[src/rtl/pocket_array_draw_if.sv]
// pocket_array_draw_if: pixel/event inputs and colour/request outputs of the pocket drawer.
interface pocket_array_draw_if;
    logic signed [10:0] pixelX;
    logic signed [10:0] pixelY;
    logic               startOfFrame;
    logic [5:0]         pocketEvent;
    logic [7:0]         RGBoutPocket;
    logic               drawingRequestPocket;
    logic [2:0]         pocketIdx;
    logic               pocketsBusy;

    modport master (
        output pixelX, pixelY, startOfFrame, pocketEvent,
        input  RGBoutPocket, drawingRequestPocket, pocketIdx, pocketsBusy
    );
    modport slave (
        input  pixelX, pixelY, startOfFrame, pocketEvent,
        output RGBoutPocket, drawingRequestPocket, pocketIdx, pocketsBusy
    );
endinterface

[src/rtl/pocket_array_draw.sv]
// pocket_array_draw: six arithmetic disc pockets with shaded rim and per-pocket blink on ball sink.
module pocket_array_draw #(
    parameter int         TABLE_LEFT   = 16,
    parameter int         TABLE_TOP    = 16,
    parameter int         TABLE_WIDTH  = 608,
    parameter int         TABLE_HEIGHT = 448,
    parameter int         POCKET_SIZE  = 32,
    parameter int         RIM_WIDTH    = 2,
    parameter logic [7:0] CORE_COLOR   = 8'h00,
    parameter logic [7:0] RIM_COLOR    = 8'h49,
    parameter logic [7:0] FLASH_COLOR  = 8'hFC,
    parameter int         FLASH_FRAMES = 8,
    parameter int         BLINK_LOG2   = 1
) (
    input logic clk,
    input logic reset,
    pocket_array_draw_if.slave bus
);
    localparam logic [11:0] S12     = 12'(POCKET_SIZE);
    localparam logic [12:0] SM1     = 13'(POCKET_SIZE - 1);
    localparam logic [25:0] CORE_R2 = 26'(4 * (POCKET_SIZE / 2 - RIM_WIDTH) * (POCKET_SIZE / 2 - RIM_WIDTH));
    localparam logic [25:0] RIM_R2  = 26'(POCKET_SIZE * POCKET_SIZE);
    localparam logic [7:0]  FF8     = 8'(FLASH_FRAMES);

    function automatic int pos_x(input int k);
        return (k % 3 == 0) ? TABLE_LEFT :
               (k % 3 == 1) ? TABLE_LEFT + TABLE_WIDTH / 2 - POCKET_SIZE / 2 :
                              TABLE_LEFT + TABLE_WIDTH - POCKET_SIZE;
    endfunction

    function automatic int pos_y(input int k);
        return (k < 3) ? TABLE_TOP : TABLE_TOP + TABLE_HEIGHT - POCKET_SIZE;
    endfunction

    logic [5:0][7:0] cnt_q, cnt_d;
    logic [7:0]      col [6];
    logic [5:0]      hit, nz;
    logic [7:0]      rgb_q, rgb_d;
    logic [2:0]      idx_q, idx_d, win;
    logic            req_q;

    genvar g;
    for (g = 0; g < 6; g++) begin : g_pocket
        logic signed [11:0] u, v;
        logic signed [12:0] dx, dy;
        logic signed [25:0] dxw, dyw;
        logic [25:0]        d2;
        logic [7:0]         e;
        logic               lit;
        assign u   = {bus.pixelX[10], bus.pixelX} - 12'(pos_x(g));
        assign v   = {bus.pixelY[10], bus.pixelY} - 12'(pos_y(g));
        assign hit[g] = !u[11] && !v[11] && u < S12 && v < S12;
        // centre-doubled coordinates keep the disc centre on an integer grid for even S
        assign dx  = {u, 1'b0} - SM1;
        assign dy  = {v, 1'b0} - SM1;
        assign dxw = 26'(dx);
        assign dyw = 26'(dy);
        assign d2  = dxw * dxw + dyw * dyw;
        assign nz[g] = |cnt_q[g];
        assign e   = FF8 - cnt_q[g];
        assign lit = nz[g] && !e[BLINK_LOG2];
        assign col[g] = (d2 <= CORE_R2) ? (lit ? FLASH_COLOR : CORE_COLOR) :
                        (d2 <= RIM_R2)  ? RIM_COLOR : 8'hFF;
        assign cnt_d[g] = bus.pocketEvent[g] ? FF8 :
                          (bus.startOfFrame && nz[g]) ? cnt_q[g] - 8'd1 : cnt_q[g];
    end

    always_comb begin
        rgb_d = 8'hFF;
        win   = 3'd0;
        for (int k = 5; k >= 0; k--) begin
            if (hit[k]) begin
                rgb_d = col[k];
                win   = 3'(k);
            end
        end
        idx_d = (rgb_d == 8'hFF) ? 3'd0 : win;
    end

    always_ff @(posedge clk) begin
        if (reset) begin
            cnt_q <= '0;
            rgb_q <= 8'hFF;
            req_q <= 1'b0;
            idx_q <= 3'd0;
        end else begin
            cnt_q <= cnt_d;
            rgb_q <= rgb_d;
            req_q <= rgb_d != 8'hFF;
            idx_q <= idx_d;
        end
    end

    assign bus.RGBoutPocket         = rgb_q;
    assign bus.drawingRequestPocket = req_q;
    assign bus.pocketIdx            = idx_q;
    assign bus.pocketsBusy          = |nz;
endmodule

[src/flat_wrapper.sv]
// flat-port wrapper written by rule: the top's interface ports become plain ports
module pocket_array_draw_flat 
#(
    parameter int         TABLE_LEFT   = 16,
    parameter int         TABLE_TOP    = 16,
    parameter int         TABLE_WIDTH  = 608,
    parameter int         TABLE_HEIGHT = 448,
    parameter int         POCKET_SIZE  = 32,
    parameter int         RIM_WIDTH    = 2,
    parameter logic [7:0] CORE_COLOR   = 8'h00,
    parameter logic [7:0] RIM_COLOR    = 8'h49,
    parameter logic [7:0] FLASH_COLOR  = 8'hFC,
    parameter int         FLASH_FRAMES = 8,
    parameter int         BLINK_LOG2   = 1
)
  (clk, reset, bus_pixelX, bus_pixelY, bus_startOfFrame, bus_pocketEvent, bus_RGBoutPocket, bus_drawingRequestPocket, bus_pocketIdx, bus_pocketsBusy);
  pocket_array_draw_if bus_i ();
  input logic clk;
  input logic reset;
  input wire logic [$bits(bus_i.pixelX)-1:0] bus_pixelX;
  input wire logic [$bits(bus_i.pixelY)-1:0] bus_pixelY;
  input wire logic [$bits(bus_i.startOfFrame)-1:0] bus_startOfFrame;
  input wire logic [$bits(bus_i.pocketEvent)-1:0] bus_pocketEvent;
  output wire logic [$bits(bus_i.RGBoutPocket)-1:0] bus_RGBoutPocket;
  output wire logic [$bits(bus_i.drawingRequestPocket)-1:0] bus_drawingRequestPocket;
  output wire logic [$bits(bus_i.pocketIdx)-1:0] bus_pocketIdx;
  output wire logic [$bits(bus_i.pocketsBusy)-1:0] bus_pocketsBusy;
  assign bus_i.pixelX = bus_pixelX;
  assign bus_i.pixelY = bus_pixelY;
  assign bus_i.startOfFrame = bus_startOfFrame;
  assign bus_i.pocketEvent = bus_pocketEvent;
  assign bus_RGBoutPocket = bus_i.RGBoutPocket;
  assign bus_drawingRequestPocket = bus_i.drawingRequestPocket;
  assign bus_pocketIdx = bus_i.pocketIdx;
  assign bus_pocketsBusy = bus_i.pocketsBusy;
  pocket_array_draw #(.TABLE_LEFT(TABLE_LEFT), .TABLE_TOP(TABLE_TOP), .TABLE_WIDTH(TABLE_WIDTH), .TABLE_HEIGHT(TABLE_HEIGHT), .POCKET_SIZE(POCKET_SIZE), .RIM_WIDTH(RIM_WIDTH), .CORE_COLOR(CORE_COLOR), .RIM_COLOR(RIM_COLOR), .FLASH_COLOR(FLASH_COLOR), .FLASH_FRAMES(FLASH_FRAMES), .BLINK_LOG2(BLINK_LOG2)) u_core (.clk(clk), .reset(reset), .bus(bus_i));
endmodule
[config.mk]
export PLATFORM = sky130hd
export DESIGN_NAME = pocket_array_draw_flat
export DESIGN_NICKNAME = d
export VERILOG_FILES = /design/src/rtl/pocket_array_draw_if.sv /design/src/rtl/pocket_array_draw.sv /design/src/flat_wrapper.sv
export SDC_FILE = /design/constraint.sdc
export NUM_CORES = 2
export LEC_CHECK = 0
export CORE_ASPECT_RATIO = 0.8
export CORE_UTILIZATION = 40
export CTS_CLUSTER_SIZE = 28
export DETAILED_ROUTE_END_ITERATION = 16
export PLACE_DENSITY_LB_ADDON = 0.15
export SLEW_MARGIN = 25
export SYNTH_ARGS = -nofsm -noshare
export SYNTH_HDL_FRONTEND = slang
export SYNTH_SLANG_ARGS = --single-unit
[constraint.sdc]
create_clock -name clk -period 37.7 [get_ports clk]
set_input_delay 7.54 -clock clk [delete_from_list [all_inputs] [get_ports clk]]
set_output_delay 7.54 -clock clk [all_outputs]
set_load 0.05 [all_outputs]
* Yosys cells after proc, flatten, opt, wreduce, memory -nomap -nowiden
Cells that the tools add are included.
** Word-level totals
- Register bits after elaboration :: 60
- Input bits :: 31
- Output and inout port bits :: 13
** Operators by class
- Add/sub/neg operators :: 28
- Multipliers :: 5
- $lt $le $gt $ge :: 17
- Equality and inequality tests :: 2
- Multiplexer cells :: 41
- Reductions and logical operators :: 63
** Operator list (count)
- 8-bit two-way mux :: 24
- 26-bit adder :: 6
- 26-bit by 10-bit <= comparator with 1-bit output, second input constant :: 6
- 26-bit by 11-bit <= comparator with 1-bit output, second input constant :: 6
- 13-bit by 13-bit multiplier with 26-bit output :: 5
- 13-bit by 5-bit subtractor with 13-bit output, second input constant :: 5
- 12-bit by 6-bit less-than comparator with 1-bit output, second input constant :: 5
- 4-bit two-way mux :: 12
- 48-bit OR reduction :: 1
- 8-bit OR reduction :: 6
- 8-bit by 1-bit subtractor with 8-bit output, second input constant :: 6
- 1-bit logical AND :: 30
- 11-bit by 10-bit subtractor with 12-bit output, second input constant :: 2
- 11-bit by 6-bit subtractor with 12-bit output, second input constant :: 2
- 2-bit nonzero test :: 6
- 2-bit OR reduction :: 6
- 1-bit by 2-bit subtractor with 2-bit output, first input constant :: 6
- 11-bit by 11-bit subtractor with 12-bit output, second input constant :: 1
- 1-bit logical NOT :: 11
- 8-bit equality test, second input constant :: 1
- 8-bit inequality test, second input constant :: 1
- 3-bit two-way mux :: 2
- 6-bit OR reduction :: 1
- 2-bit two-way mux :: 2
- 3 further kinds :: 3

* Longest topological paths before layout
- Depth in word-level cells :: 15
- Mapped depth :: 47
- Mapped depth without buffers :: 45

* Worst setup path before layout
OpenSTA, ideal clock, no wires.
- Path kind :: input -> register
- From :: in bus_pixelY[4]
- To :: reg u_core.rgb_q[0], in the netlist u_core.bus.RGBoutPocket[0]
- Arrival :: 17874 ps
- Setup slack :: 19711 ps
- Cell stages on the path :: 39
- Cell sequence :: clkbuf_1 -> inv_2 -> ha_1 -> clkbuf_1 -> and2_1 -> nand2_1 -> maj3_1 -> nor2_1 -> xnor2_1 -> clkinv_1 -> and2_1 -> fa_1 -> fa_1 -> fa_1 -> inv_1 -> fa_1 -> inv_1 -> fa_1 -> (+3 left out) -> ha_1 -> or4_1 -> o22ai_1 -> o21ai_0 -> a41o_1 -> a21oi_1 -> xnor2_1 -> ha_1 -> and2_1 -> a41o_1 -> a21oi_1 -> nand2b_1 -> maj3_2 -> maj3_1 -> a21oi_1 -> xnor2_1 -> or4b_2 -> a31o_1
** Between the ends
- Longest elaborated chain between the ends :: 12
- Elaborated cells on any way between the ends :: 52
- Classes of those cells :: add/sub: 10; mul: 2; order compare: 8; mux: 12; reduce/logical: 20
** RTL lines
- from (decl) :: RTL line flat_wrapper.sv:21 : input wire logic [$bits(bus_i.pixelY)-1:0] bus_pixelY;
- 11-bit by 10-bit subtractor with 12-bit output :: RTL line pocket_array_draw.sv:51 : assign v = {bus.pixelY[10], bus.pixelY} - 12'(pos_y(g));
- 13-bit by 5-bit subtractor with 13-bit output :: RTL line pocket_array_draw.sv:55 : assign dy = {v, 1'b0} - SM1;
- 13-bit by 13-bit multiplier with 26-bit output :: RTL line pocket_array_draw.sv:58 : assign d2 = dxw * dxw + dyw * dyw;
- 26-bit adder :: RTL line pocket_array_draw.sv:58
- 26-bit by 10-bit <= comparator with 1-bit output :: RTL line pocket_array_draw.sv:62 : assign col[g] = (d2 <= CORE_R2) ? (lit ? FLASH_COLOR : CORE_COLOR) :
- 8-bit two-way mux :: RTL line pocket_array_draw.sv:62
- 8-bit two-way mux (5 in series) :: RTL line pocket_array_draw.sv:72 : if (hit[k]) begin
- 8-bit two-way mux (*) :: RTL line pocket_array_draw.sv:72
- to (signal assigned) :: RTL line pocket_array_draw.sv:88 : rgb_q <= rgb_d;
- to (decl) :: RTL line pocket_array_draw.sv:38 : logic [7:0] rgb_q, rgb_d;
Mark *: on every way between the ends. The rest lies on a longest branch, timed or not.
A chain may end at the register's enable or synchronous reset.

* Worst setup path after layout
- From :: in bus_pixelX[4]
- To :: reg u_core.rgb_q[6], in the netlist u_core.bus.RGBoutPocket[6]
** Between the ends
- Longest elaborated chain between the ends :: 12
- Elaborated cells on any way between the ends :: 57
- Classes of those cells :: add/sub: 12; mul: 3; order compare: 9; mux: 12; reduce/logical: 21
** RTL lines
- from (decl) :: RTL line flat_wrapper.sv:20 : input wire logic [$bits(bus_i.pixelX)-1:0] bus_pixelX;
- 11-bit by 11-bit subtractor with 12-bit output :: RTL line pocket_array_draw.sv:50 : assign u = {bus.pixelX[10], bus.pixelX} - 12'(pos_x(g));
- 13-bit by 5-bit subtractor with 13-bit output :: RTL line pocket_array_draw.sv:54 : assign dx = {u, 1'b0} - SM1;
- 13-bit by 13-bit multiplier with 26-bit output :: RTL line pocket_array_draw.sv:58
- 26-bit adder :: RTL line pocket_array_draw.sv:58
- 26-bit by 10-bit <= comparator with 1-bit output :: RTL line pocket_array_draw.sv:62
- 8-bit two-way mux :: RTL line pocket_array_draw.sv:62
- 8-bit two-way mux (5 in series) :: RTL line pocket_array_draw.sv:72
- 8-bit two-way mux (*) :: RTL line pocket_array_draw.sv:72
Marked as above.

==> results.toml <==
[floorplan]
start_util_pct = 40.58
dieArea_um2 = 92270
ios = 44
row_count = 98
fp.dieH_um = 271.9
fp.dieW_um = 339.4
core_um2 = 89760

[route]
antenna_left = 0
dr_total_vias = 27720
routed_wl_mm = 97.10
first_pass_iters = 6
drc = 0
avgRoutedWirePerCell_um = 17.99
drt_iter0_drc = 1828
vias_per_cell = 5.136

[cts]
h-tree-depth = 2
clock-sinks = 56
insertion_delay_ns = 0.29
postCtsHoldBufs = 0
cts_resized = 0
root_buffer = "clkbuf_16"
post-cts-setup-buffer-count = 0
cts_made_buffers = 5
cts_tree = "built"
clockBufferDepth = 2
clkSlewWorstSetupHoldPaths_ns = 0.07

[critical_path]
cp_max_fo = 45
critical_path_arrival_ns = 19.92
critPathMaxStageDelay_ns = 0.77
rrSetupSlack_ns = 35.43
path_delay_family = "adder cells"
cp_num_buf_inv = 6
required_ns = 37.89
start_kind = "input port"
reg2reg_from = "u_core.cnt_q[16]$_SDFFE_PP0P_"
cpMostUsedCell = "fa_1"
worstReg2RegEnd = "u_core.cnt_q[23]$_SDFFE_PP0P_"
crit_type = "input port to register"
rr_worst_depth = 9
cp_slowest_cell = "ha_1"
crit_path_end_kind = "register"

[sta]
min_period_ns = 19.73
worst_pin_slew_ns = 1.053
setup_violations = 0
finalClockSkew_ns = 0.004557
fmax_ghz = 0.05068
rsz0062_at_grt = "no"
final-max-slew-violation-count = 0
hold_violations = 0
fin_crit_sh_pct = 52.34
tns_ns = 0
slew-limit-headroom_pct = 29.33

[layout]
drive_gt1_share_pct = 2.860
final_nets = 5377
syn_to_final_growth_pct = 5.731
n_fill_cell = 9102
antenna_cells = 0

[global_route]
grt_max_degree = 46
antenna_found_initial = 0
grt_pass1_vias = 28250
grt_first_pass_wirelength_mm = 158.5
grt_usage_pct = 21.70
overflow = 0

[logic_synthesis]
ys_types = 92
synth_edf_count = 0
synth-seq-area-share_pct = 3.078
syn_area_um2 = 36420
syn-num-nets = 5376
async_flop_share_pct = 0
synthFlopType = "dfxtp_1"
netlist_instances = 4195
yosysWarningCount = 0
synth-seq-cells = 56
synth.avg_cell_area_um2 = 8.681

[hold_path]
hold_class = "register to register"
whs_endpoint = "u_core.cnt_q[42]$_SDFFE_PP0P_"
hold-path-cell-count = 2
min_from = "u_core.cnt_q[42]$_SDFFE_PP0P_"

[place]
numPortBuffers = 43
gp_congestion = 0.9235
place_hpwl_mm = 84.82

[status]
status = "finished clean"

[flow_run]
maxCapViolCount = 0
per-stage QoR:
stage	hold WS, ns	area, um^2	std cells	utilization [%]	setup slack [ns]
2_1_floorplan	0.4439	36420	4195	-	19.71
3_3_place_gp	0.4644	38330	5389	42.71	17.79
3_5_place_dp	0.4712	38340	5389	42.71	17.57
4_1_cts	0.4829	38480	5396	42.87	17.84
5_1_grt	0.5101	38510	5396	42.90	16.92
6_report	0.4773	38510	5396	42.90	17.97
placed cells by master (no fill, tap or decap), types with 22 or more instances in the layout:
cell type	synthesis	final
a211oi_1	34	34
nand3_1	43	43
dfxtp_1	56	56
nor2b_1	52	52
a21o_1	78	78
nor4_1	30	30
inv_1	942	942
nand2b_1	35	35
xnor2_1	184	179
clkdlybuf4s50_1	0	42
ha_1	466	466
and2_1	65	65
a31oi_1	30	30
nor3_1	73	73
buf_4	4	44
or3_1	30	30
and3_1	22	22
fa_1	684	684
or2_2	24	24
nor2_1	319	319
o21ai_0	98	97
o21a_1	38	38
xor2_1	79	77
a21oi_1	181	181
nand2_1	254	254
area by class of cell:
type                       count  area [um^2]  share of cell area, %
inverter                     950         3566                  9.261
sequential                    56         1121                  2.911
tap                         1200         1501                  3.899
timing repair buffer          87        755.7                  1.963
clock buffer                   6        128.9                 0.3347
multi-input combinational   3096        31420                  81.61
clock inverter                 1        8.758                0.02275
per-layer routing:
| layer | GRT usage, % | up-vias | share of wire (%) |
|---|---|---|---|
| li1 | - | 13390 | - |
| met1 | 34.03 | 13630 | 51 |
| met2 | 32.00 | 653 | 41 |
| met3 | 3.929 | 42 | 7.2 |
| met4 | 1.446 | 0 | 0.58 |
| met5 | 0 | - | 0 |
worst reg2reg max path, stage by stage (launching register included):
cell and delay, ns:
dfxtp_1 0.37, inv_1 0.08, ha_1 0.19, and3_1 0.20
nor2b_1 0.38, nand2_1 0.16, or3_1 0.39, nor3_1 0.20
xnor2_1 0.14, nor2_1 0.05
Yosys cell counts (7+ instances only):
cell type	instances	area [um^2]
or2_2	24	150.1
nand3_1	43	215.2
a311oi_1	7	61.31
and2_1	65	406.6
o21ai_0	98	490.5
buf_1	10	37.54
dfxtp_1	56	1121
nand2_1	254	953.4
o22ai_1	12	75.07
mux2i_1	21	210.2
fa_1	684	13690
or3_1	30	187.7
nor2b_1	52	325.3
xor2_1	79	691.9
inv_1	942	3536
a21oi_1	181	905.9
a211oi_1	34	255.2
ha_1	466	5831
a21o_1	78	585.6
nor3_1	73	365.4
nor2_1	319	1197
a211o_1	9	78.83
clkbuf_1	78	292.8
nand3b_1	7	52.55
o21bai_1	19	142.6
o21a_1	38	285.3
a31oi_1	30	187.7
a221oi_1	8	70.07
and3_1	22	137.6
xnor2_1	184	1612
a2111oi_0	8	70.07
o31ai_1	16	120.1
nor3b_1	8	60.06
or4_1	10	75.07
nand2b_1	35	219.0
nand4_1	13	81.33
o2111ai_1	8	70.07
o211ai_1	10	75.07
o31a_1	9	78.83
nor4_1	30	187.7
cells by family after synthesis:
kind of cell | synth area share, %
adders and majority gates | 53.72
buffers and inverters | 10.81
and+or+nand+nor | 13.24
AOI/OAI and AO/OA | 11.81
xor gates and xnor gates | 6.579
DFF | 3.078
muxes | 0.7627
worst max path at each step:
stage,startpoint,endpoint,cells after the start
floorplan,bus_pixelY[4],u_core.bus.RGBoutPocket[0]$_SDFF_PP1_,39
global placement,bus_pixelX[4],u_core.bus.RGBoutPocket[6]$_SDFF_PP1_,37
detailed placement,bus_pixelX[4],u_core.bus.RGBoutPocket[6]$_SDFF_PP1_,39
CTS,bus_pixelX[4],u_core.bus.RGBoutPocket[6]$_SDFF_PP1_,39
global route,bus_pixelX[4],u_core.bus.RGBoutPocket[6]$_SDFF_PP1_,41
finish,bus_pixelX[4],u_core.bus.RGBoutPocket[6]$_SDFF_PP1_,37
sequential cells by signal (all words and copies together), names as in the netlist:
| register | cells |
|---|---|
| u_core.bus.RGBoutPocket | 4 |
| u_core.bus.pocketIdx | 3 |
| u_core.bus.drawingRequestPocket | 1 |
| u_core.cnt_q | 48 |
Power is not shown: default switching activity piles up to over one toggle a cycle in this logic, so the estimate is an artifact.
